<file path="config.mk">
export PLATFORM = sky130hd
export DESIGN_NAME = soc_system_st_timing_adapter_fifo
export DESIGN_NICKNAME = d
export VERILOG_FILES = /design/src/rtl/soc_system_st_timing_adapter_fifo.sv
export SDC_FILE = /design/constraint.sdc
export NUM_CORES = 1
export LEC_CHECK = 0
export ABC_AREA = 1
export CORE_AREA = 2 2 65 74
export DETAILED_ROUTE_END_ITERATION = 8
export DIE_AREA = 0 0 67 76
export PLACE_DENSITY_LB_ADDON = 0.05
export SLEW_MARGIN = 20
export SYNTH_ARGS = -nofsm -noshare
export SYNTH_HDL_FRONTEND = slang
export SYNTH_SLANG_ARGS = --single-unit
</file>
<file path="constraint.sdc">
create_clock -name clk -period 1.37 [get_ports clk]
set_input_delay 0.137 -clock clk [delete_from_list [all_inputs] [get_ports clk]]
set_output_delay 0.137 -clock clk [all_outputs]
set_load 0.01 [all_outputs]
</file>
<file path="src/rtl/soc_system_st_timing_adapter_fifo.sv">
`default_nettype none
// ============================================================================
// Module   : soc_system_st_timing_adapter_fifo
// Brief    : Avalon-ST timing adapter. Upstream ready latency IN_RL (0..3) to
//            downstream ready latency 0, with a DEPTH-entry buffer.
//            Optional SOC_ST_TIMING_ADT_OVF_COUNT_EN builds a dropped-beat counter.
// Revision : 1.0 - initial parametrised release
// ============================================================================
module soc_system_st_timing_adapter_fifo #(
    parameter int DATA_W = 8,
    parameter int DEPTH  = 4,
    parameter int IN_RL  = 0
) (
    input  logic              clk,
    input  logic              reset_n,
    input  logic              in_valid,
    input  logic [DATA_W-1:0] in_data,
    output logic              in_ready,
    output logic              out_valid,
    output logic [DATA_W-1:0] out_data,
    input  logic              out_ready,
    output logic              overflow,
    output logic [15:0]       ovf_count
);
    localparam int                c_ADDR_W = (DEPTH > 1) ? $clog2(DEPTH) : 1;
    localparam int                c_CNT_W  = $clog2(DEPTH + 1);
    localparam logic [c_ADDR_W-1:0] c_LAST_PTR = c_ADDR_W'(DEPTH - 1);
    localparam logic [c_CNT_W-1:0]  c_FULL     = c_CNT_W'(DEPTH);

    logic [DATA_W-1:0]   r_mem [DEPTH];
    logic [c_ADDR_W-1:0] r_wr_ptr;
    logic [c_ADDR_W-1:0] r_rd_ptr;
    logic [c_CNT_W-1:0]  r_count;
    logic                r_in_ready;
    logic                r_overflow;

    logic                w_wr_req;
    logic                w_pop;
    logic                w_full;
    logic                w_push;
    logic                w_drop;
    logic [c_CNT_W-1:0]  w_count_nxt;

    // With a non-zero ready latency the beat was already committed upstream,
    // so it is taken whether or not in_ready is high right now.
    assign w_wr_req = (IN_RL == 0) ? (in_valid && r_in_ready) : in_valid;
    assign w_pop    = (r_count != '0) && out_ready;
    assign w_full   = (r_count == c_FULL);
    assign w_push   = w_wr_req && (!w_full || w_pop);
    assign w_drop   = w_wr_req && w_full && !w_pop;

    always_comb begin
        w_count_nxt = r_count;
        case ({w_push, w_pop})
            2'b10:   w_count_nxt = r_count + c_CNT_W'(1);
            2'b01:   w_count_nxt = r_count - c_CNT_W'(1);
            default: w_count_nxt = r_count;
        endcase
    end

    always_ff @(posedge clk or negedge reset_n) begin
        if (!reset_n) begin
            r_wr_ptr   <= '0;
            r_rd_ptr   <= '0;
            r_count    <= '0;
            r_in_ready <= 1'b0;
            r_overflow <= 1'b0;
        end else begin
            if (w_push) begin
                r_wr_ptr <= (r_wr_ptr == c_LAST_PTR) ? '0 : r_wr_ptr + c_ADDR_W'(1);
            end
            if (w_pop) begin
                r_rd_ptr <= (r_rd_ptr == c_LAST_PTR) ? '0 : r_rd_ptr + c_ADDR_W'(1);
            end
            r_count    <= w_count_nxt;
            // Registered decode of the next occupancy keeps out_ready/in_valid
            // off the in_ready timing path.
            r_in_ready <= ((int'(w_count_nxt) + IN_RL) < DEPTH);
            if (w_drop) begin
                r_overflow <= 1'b1;
            end
        end
    end

    always_ff @(posedge clk) begin
        if (w_push) begin
            r_mem[r_wr_ptr] <= in_data;
        end
    end

    assign in_ready  = r_in_ready;
    assign out_valid = (r_count != '0);
    assign out_data  = r_mem[r_rd_ptr];
    assign overflow  = r_overflow;

`ifdef SOC_ST_TIMING_ADT_OVF_COUNT_EN
    logic [15:0] r_ovf_count;

    always_ff @(posedge clk or negedge reset_n) begin
        if (!reset_n) begin
            r_ovf_count <= '0;
        end else if (w_drop && (r_ovf_count != 16'hFFFF)) begin
            r_ovf_count <= r_ovf_count + 16'd1;
        end
    end

    assign ovf_count = r_ovf_count;
`else
    assign ovf_count = 16'h0;
`endif

`ifndef SYNTHESIS
    always @(posedge clk) begin
        if (reset_n && w_drop) begin
            $warning("soc_system_st_timing_adapter_fifo: beat dropped, buffer full");
        end
    end
`endif

endmodule
`default_nettype wire
</file>
==> run metrics, run 1 <==
status=complete, but fails checks; failing checks=setup timing; Tcrit/Tclk final=108%; leading cell type in the layout, fill and taps excluded=edfxtp_1; Die Y=about 76 µm; clock latency at the later pin of the worst-skew pair=between 200 and 300 ps; Crit Path Max Fanout=2; grt ovf=0; async set-reset flop share out of synthesis=a little over a fifth; Boundary Pins=39; TritonCTS clock tree=done; Hold Crit Class=in2async; vias=between 1,000 and 1,500; DR DRC count=0; HPWL Detailed=2.50 mm; Die Wd=around 67 µm; Distinct cells, synth=23; Synth-to-Final Area Change=38.5%; Initial Utilization=a little over two fifths; most frequent cells in the layout=edfxtp_1 (32), buf_4 (18), conb_1 (16); CP Data Arrival Time=approximately 1700 ps; pwr/cell area=roughly 2000 nW/µm²; worst r2r path cells=10; WHS=roughly 150 ps; pin count of the biggest net entering global routing=13; Place WS=-345 ps; clock root buffer master=clkbuf_8; total power=about 0.0052 W; Synth Area per Inst=between 10 and 15 µm²; layout cell share with drive strength beyond 1=between 40% and 50%; H-tree Lvls=2; Final WS setup=-104 ps; setup violators final=between 40 and 50; core area=around 4400 µm²; Hold Fails Final Rpt=0; IO Port Bufs=22; sequential fraction of the synthesis area=between 60 and 70%; most common flop cell mapped by yosys=edfxtp_1; first-pass GRT wire length=between 5 and 6 mm; Final Net Count=around 230; Worst R2R Setup Slack=-100 ps; die area=between 5000 and 6000 µm²; num rows=26; TritonCTS Sinks=41; RSZ-0062 raised after global routing=true; final critical-path required period=about 1500 ps; number of max-cap violations=0; vias in the first global route=around 1,300; overall routed net length=about 3.4 mm; post-route ant nets=0; Critical Path Source Type=register; GRT Overall Usage=14.9%; CTS Buf Count=5; wire per inst=approximately 13 µm; Finished Core Util=around 58%; Max Root-Sink Buffers=2; Initial DRT Pass Iterations=4; fmax=slightly below 700 MHz; clk_skew=around 3.9 ps; initial antenna violation count=0; Seq cells post-synth=between 40 and 50; First DRT Iteration DRCs=30; critical path class=reg2reg; CP required=between 1500 and 2000 ps; EDFF count, synth=32; yosys warns=0; Ant. Diodes=0; VDD IR-drop max=between 0.9 and 1 mV; Post-Synthesis Cell Area=1850 µm²; Final GP Congestion=roughly 0.77; vias per cell=4.57; Leak Pwr=roughly 1.0 nW; post-synthesis cell count=155; Worst-path clk slew=70 ps; Slew Limit Fails=0; CP endpoint kind=register
-- metal layers --
metal	GRT usage, %	part of all wire (%)	wire (µm)	vias to the layer above
li1	-	-	-	609
met1	17.1	40	1370	582
met2	24.3	53	1790	27
met3	5.47	4.8	164	6
met4	6.73	1.9	65	0
met5	0	0	0	-
-- kinds of logic (layout without fill, tap and decap cells) --
family,after synthesis,in the layout,synth area share [%]
adders and majority gates,6,6,4.46
and+or+nand+nor,40,40,10.5
buffers and inverters,34,76,10.3
DFF,41,41,64.1
xor gates and xnor gates,1,1,0.473
other,1,16,0.203
AOI/OAI and AO/OA,32,32,9.94
-- through the flow --
stage,setup TNS (ps),instance area (µm²),cells
3_3_place_gp,-8850,2290,259
3_5_place_dp,-9740,2290,259
2_1_floorplan,-1890,1910,170
6_report,-1260,2560,268
4_1_cts,-731,2390,267
5_1_grt,-4710,2560,268
-- where the power goes --
| group | total (W) | internal, W | switching [W] |
|---|---|---|---|
| Combinational | 0.00254 | 0.00119 | 0.00135 |
| Clock | 0.000917 | 0.000537 | 0.000379 |
| Sequential | 0.00176 | 0.00161 | 0.000143 |
| Total | 0.00521 | 0.00334 | 0.00188 |
-- state kept, by name, indices dropped and copies added (netlist names), named ones only --
signal / count
in_ready: 1
overflow: 1
r_count: 2
r_mem: 32
r_rd_ptr: 2
r_wr_ptr: 2
-- synthesized netlist by cell type, drive strengths merged (3+ instances only) --
cell type  instances  area share (%)
edfxtp            32              52
nor2              24             5.3
buf               19             7.3
o21ai             18             4.9
inv               15             3.0
nand2             13             3.9
dfrtp              9              12
o22ai              8             2.7
a21oi              5             2.0
ha                 5             3.4
nand3              3             1.4
-- cell type report --
type | instances | area [µm²]
flip-flops and latches | 41 | 1190
repair buffers | 53 | 457
fillers | 375 | 1860
clock inverters | 2 | 33.8
multi-input cells | 95 | 686
inverters | 15 | 56.3
well taps | 56 | 70.1
clock buffers | 6 | 72.6
-- repair_timing --
action,CTS,global route
gates resized for setup,57,43
hold endpoints to repair,0,0
hold buffers,0,0
setup buffers,0,1
setup endpoints to repair,25,46
pin swaps,7,8
-- how the worst min path moves through the flow --
stage | end | slack [ps] | depth (start not counted) | startpoint
4_1_cts | r_count[0]$_DFFE_PN0N_ | 160 | 1 | reset_n
6_report | r_rd_ptr[0]$_DFFE_PN0N_ | 150 | 1 | reset_n
2_1_floorplan | async pin | -160 | 0 | reset_n
3_5_place_dp | r_count[1]$_DFFE_PN0N_ | 480 | 1 | reset_n
3_3_place_gp | r_count[0]$_DFFE_PN0N_ | 460 | 1 | reset_n
5_1_grt | r_rd_ptr[0]$_DFFE_PN0N_ | 170 | 1 | reset_n
-- critical path: stages (launching register included) --
cell,delay [ps]
dfrtp_1,370
inv_2,70
a21oi_4,180
nand2_4,70
fa_2,360
inv_2,60
nand2_2,60
nand2_2,60
nand2_2,50
nand2_2,60
inv_2,30
Power figures use the tool's default switching activity.
==> run 2, diff against run 1 <==
Clock period 1.37 ns to 1.43 ns, I/O delays scaled along.
==> run 2 against run 1 <==
The run still ends with setup timing left. Maximum frequency grew 0.81%. Sequential power shrank 5%. Clock skew grew 1.5 ps. Clock power shrank 4.0%. Combinational power shrank 9.1%. Power shrank 6.6%. Hold slack lost 3.4 ps. Non-clock buffer count is the same. Register-to-register slack gained 70 ps. Largest power group unchanged.
==> run metrics, run 2 (synthesis gave the netlist of run 1 again) <==
status=complete, but fails checks (unchanged); failing checks=setup timing (unchanged); P_int=0.00312 W (was 0.00334 W); busiest grt layer=met2 (unchanged); Die Y=76 µm (unchanged); TritonCTS clock tree=done (unchanged); Die Wd=67 µm (unchanged); post-route ant nets=0 (unchanged); fmax=684 MHz (was 678 MHz); wire per inst=12.8 µm (was 12.6 µm); TNS Setup=-65.7 ps (was -1260 ps); max reg flops=32 (unchanged); Seq pwr share=34.4% (was 33.7%); CP Data Arrival Time=1650 ps (was 1660 ps); Largest Register=r_mem (unchanged); pwr/cell area=1950 nW/µm² (was 2030 nW/µm²); CTS Buf Count=5 (unchanged); total power=0.00487 W (was 0.00521 W); Max Root-Sink Buffers=2 (unchanged); Leak Pwr=1.02 nW (was 1.03 nW); clock latency at the later pin of the worst-skew pair=290 ps (about the same); Final WS setup=-32.2 ps (was -104 ps); setup violators final=6 (was 44); worst r2r path cells=10 (unchanged); Worst R2R Setup Slack=-30 ps (was -100 ps); Critical Path Source Type=register (unchanged); leading cell type in the layout, fill and taps excluded=edfxtp_1 (unchanged); Synth-to-Final Area Change=35.0% (was 38.5%); met1 Resource Use GR=20.0% (was 17.1%); Finished Core Util=56.4% (was 57.9%); Initial Utilization=41.8% (unchanged); WHS=151 ps (was 155 ps); Worst-path clk slew=70 ps (about the same); Initial DRT Pass Iterations=4 (unchanged); Tcrit/Tclk final=102% (was 108%); initial antenna violation count=0 (unchanged); Boundary Pins=39 (unchanged); Final Instance Area=2500 µm² (was 2560 µm²); met3 usage=4.87% (was 5.47%); core area=4420 µm² (unchanged); Final Net Count=229 (unchanged); vias per cell=4.58 (was 4.57); VDD IR-drop max=0.885 mV (was 0.907 mV); most frequent cells in the layout=edfxtp_1 (32), buf_4 (24), conb_1 (16) (was edfxtp_1 (32), buf_4 (18), conb_1 (16)); first-pass GRT wire length=5.73 mm (was 5.55 mm); Ant. Diodes=0 (unchanged); num rows=26 (unchanged); Crit Path Max Fanout=3 (was 2); IO Port Bufs=22 (unchanged); vias in the first global route=1,234 (was 1,260); fill cell count=383 (was 375); number of max-cap violations=0 (unchanged); Placed Area=2290 µm² (about the same); final critical-path required period=1460 ps (was 1470 ps); TritonCTS Sinks=41 (unchanged); First DRT Iteration DRCs=40 (was 30); grt ovf=0 (unchanged); CP required=1620 ps (was 1560 ps); Final GP Congestion=0.775 (about the same); clock power share=18.1% (was 17.6%); Gate power share=47.5% (was 48.7%); pin count of the biggest net entering global routing=13 (unchanged); overall routed net length=3.42 mm (was 3.39 mm); clk_skew=5.48 ps (was 3.94 ps); GRT Overall Usage=15.4% (was 14.9%); Hold Crit Class=in2async (unchanged); HPWL Detailed=2.56 mm (was 2.50 mm); RSZ-0062 raised after global routing=true (unchanged); # hold bufs at CTS=0 (unchanged); Hold Fails Final Rpt=0 (unchanged); clock root buffer master=clkbuf_8 (unchanged); CP endpoint kind=register (unchanged); Net Switching=0.00174 W (was 0.00188 W); layout cell share with drive strength beyond 1=38.2% (was 42.0%); die area=5090 µm² (unchanged); sw frac=35.8% (was 36.0%); critical path class=reg2reg (unchanged); met2 track demand over resource=23.7% (was 24.3%); Slew Limit Fails=0 (unchanged); H-tree Lvls=2 (unchanged); DR DRC count=0 (unchanged); vias=1,227 (was 1,224)
-- run 2: worst max-delay path, cell delays in order (launching register included) --
cell     delay, ps
dfrtp_1        360
inv_2           70
a21oi_4        180
nand2_4         70
fa_2           360
inv_2           60
nand2_2         60
nand2_2         60
nand2_2         40
nand2_2         70
inv_2           30
-- run 2: power groups by stage --
| stage | logic (W) | clock network [W] | registers (W) |
|---|---|---|---|
| 3_5_place_dp | 0.00216 | 0 | 0.00169 |
| 5_1_grt | 0.00258 | 0.000956 | 0.00170 |
| 3_3_place_gp | 0.00211 | 0 | 0.00168 |
| 2_1_floorplan | 0.00109 | 0 | 0.00170 |
| 6_report | 0.00231 | 0.000880 | 0.00168 |
| 4_1_cts | 0.00212 | 0.000909 | 0.00167 |
-- run 2: worst min path at each step --
stage	end	slack, ps	startpoint
5_1_grt	r_count[1]$_DFFE_PN0N_	160	reset_n
3_5_place_dp	overflow$_DFFE_PN0P_	470	overflow$_DFFE_PN0P_
6_report	r_wr_ptr[1]$_DFFE_PN0P_	150	reset_n
3_3_place_gp	r_count[0]$_DFFE_PN0N_	470	reset_n
2_1_floorplan	async pin	-150	reset_n
4_1_cts	in_ready$_DFF_PN0_	170	reset_n
-- run 2: cell type report --
class	instances	area (µm²)	share of cell area, %
Clock buffer	6	72.6	2.91
Clock inverter	2	33.8	1.35
Inverter	15	56.3	2.25
Multi-Input combinational cell	95	643	25.8
Sequential cell	41	1190	47.5
Tap cell	56	70.1	2.81
Timing Repair Buffer	53	434	17.4
-- run 2: repair_timing --
item	4_1_cts	5_1_grt
setup endpoints to repair	11	44
setup buffers	1	1
pin swaps	10	7
gates resized for setup	57	26
gates cloned	0	0
-- run 2: through the flow --
stage,worst slack [ps],cells
4_1_cts,-42.0,267
3_5_place_dp,-289,258
3_3_place_gp,-226,258
6_report,-32.2,268
2_1_floorplan,-47.7,170
5_1_grt,-128,268
-- run 2: per-layer routing --
metal	vias up	wire length (µm)
li1	610	-
met1	584	1500
met2	27	1730
met3	6	133
met4	0	66
met5	-	0
==> run 3, diff against run 2 <==
Settings changed: MAX_ROUTING_LAYER from default to met4.
==> results of run 3 <==
The final DEF is identical to that of run 2; final timing and power are the same.
Main changes from that run: final weighted congestion in routability-driven placement 0.775 -> 0.785; via count of the first global-routing pass 1234 -> 1230; overall routing resource usage 15.4% -> 15.8%
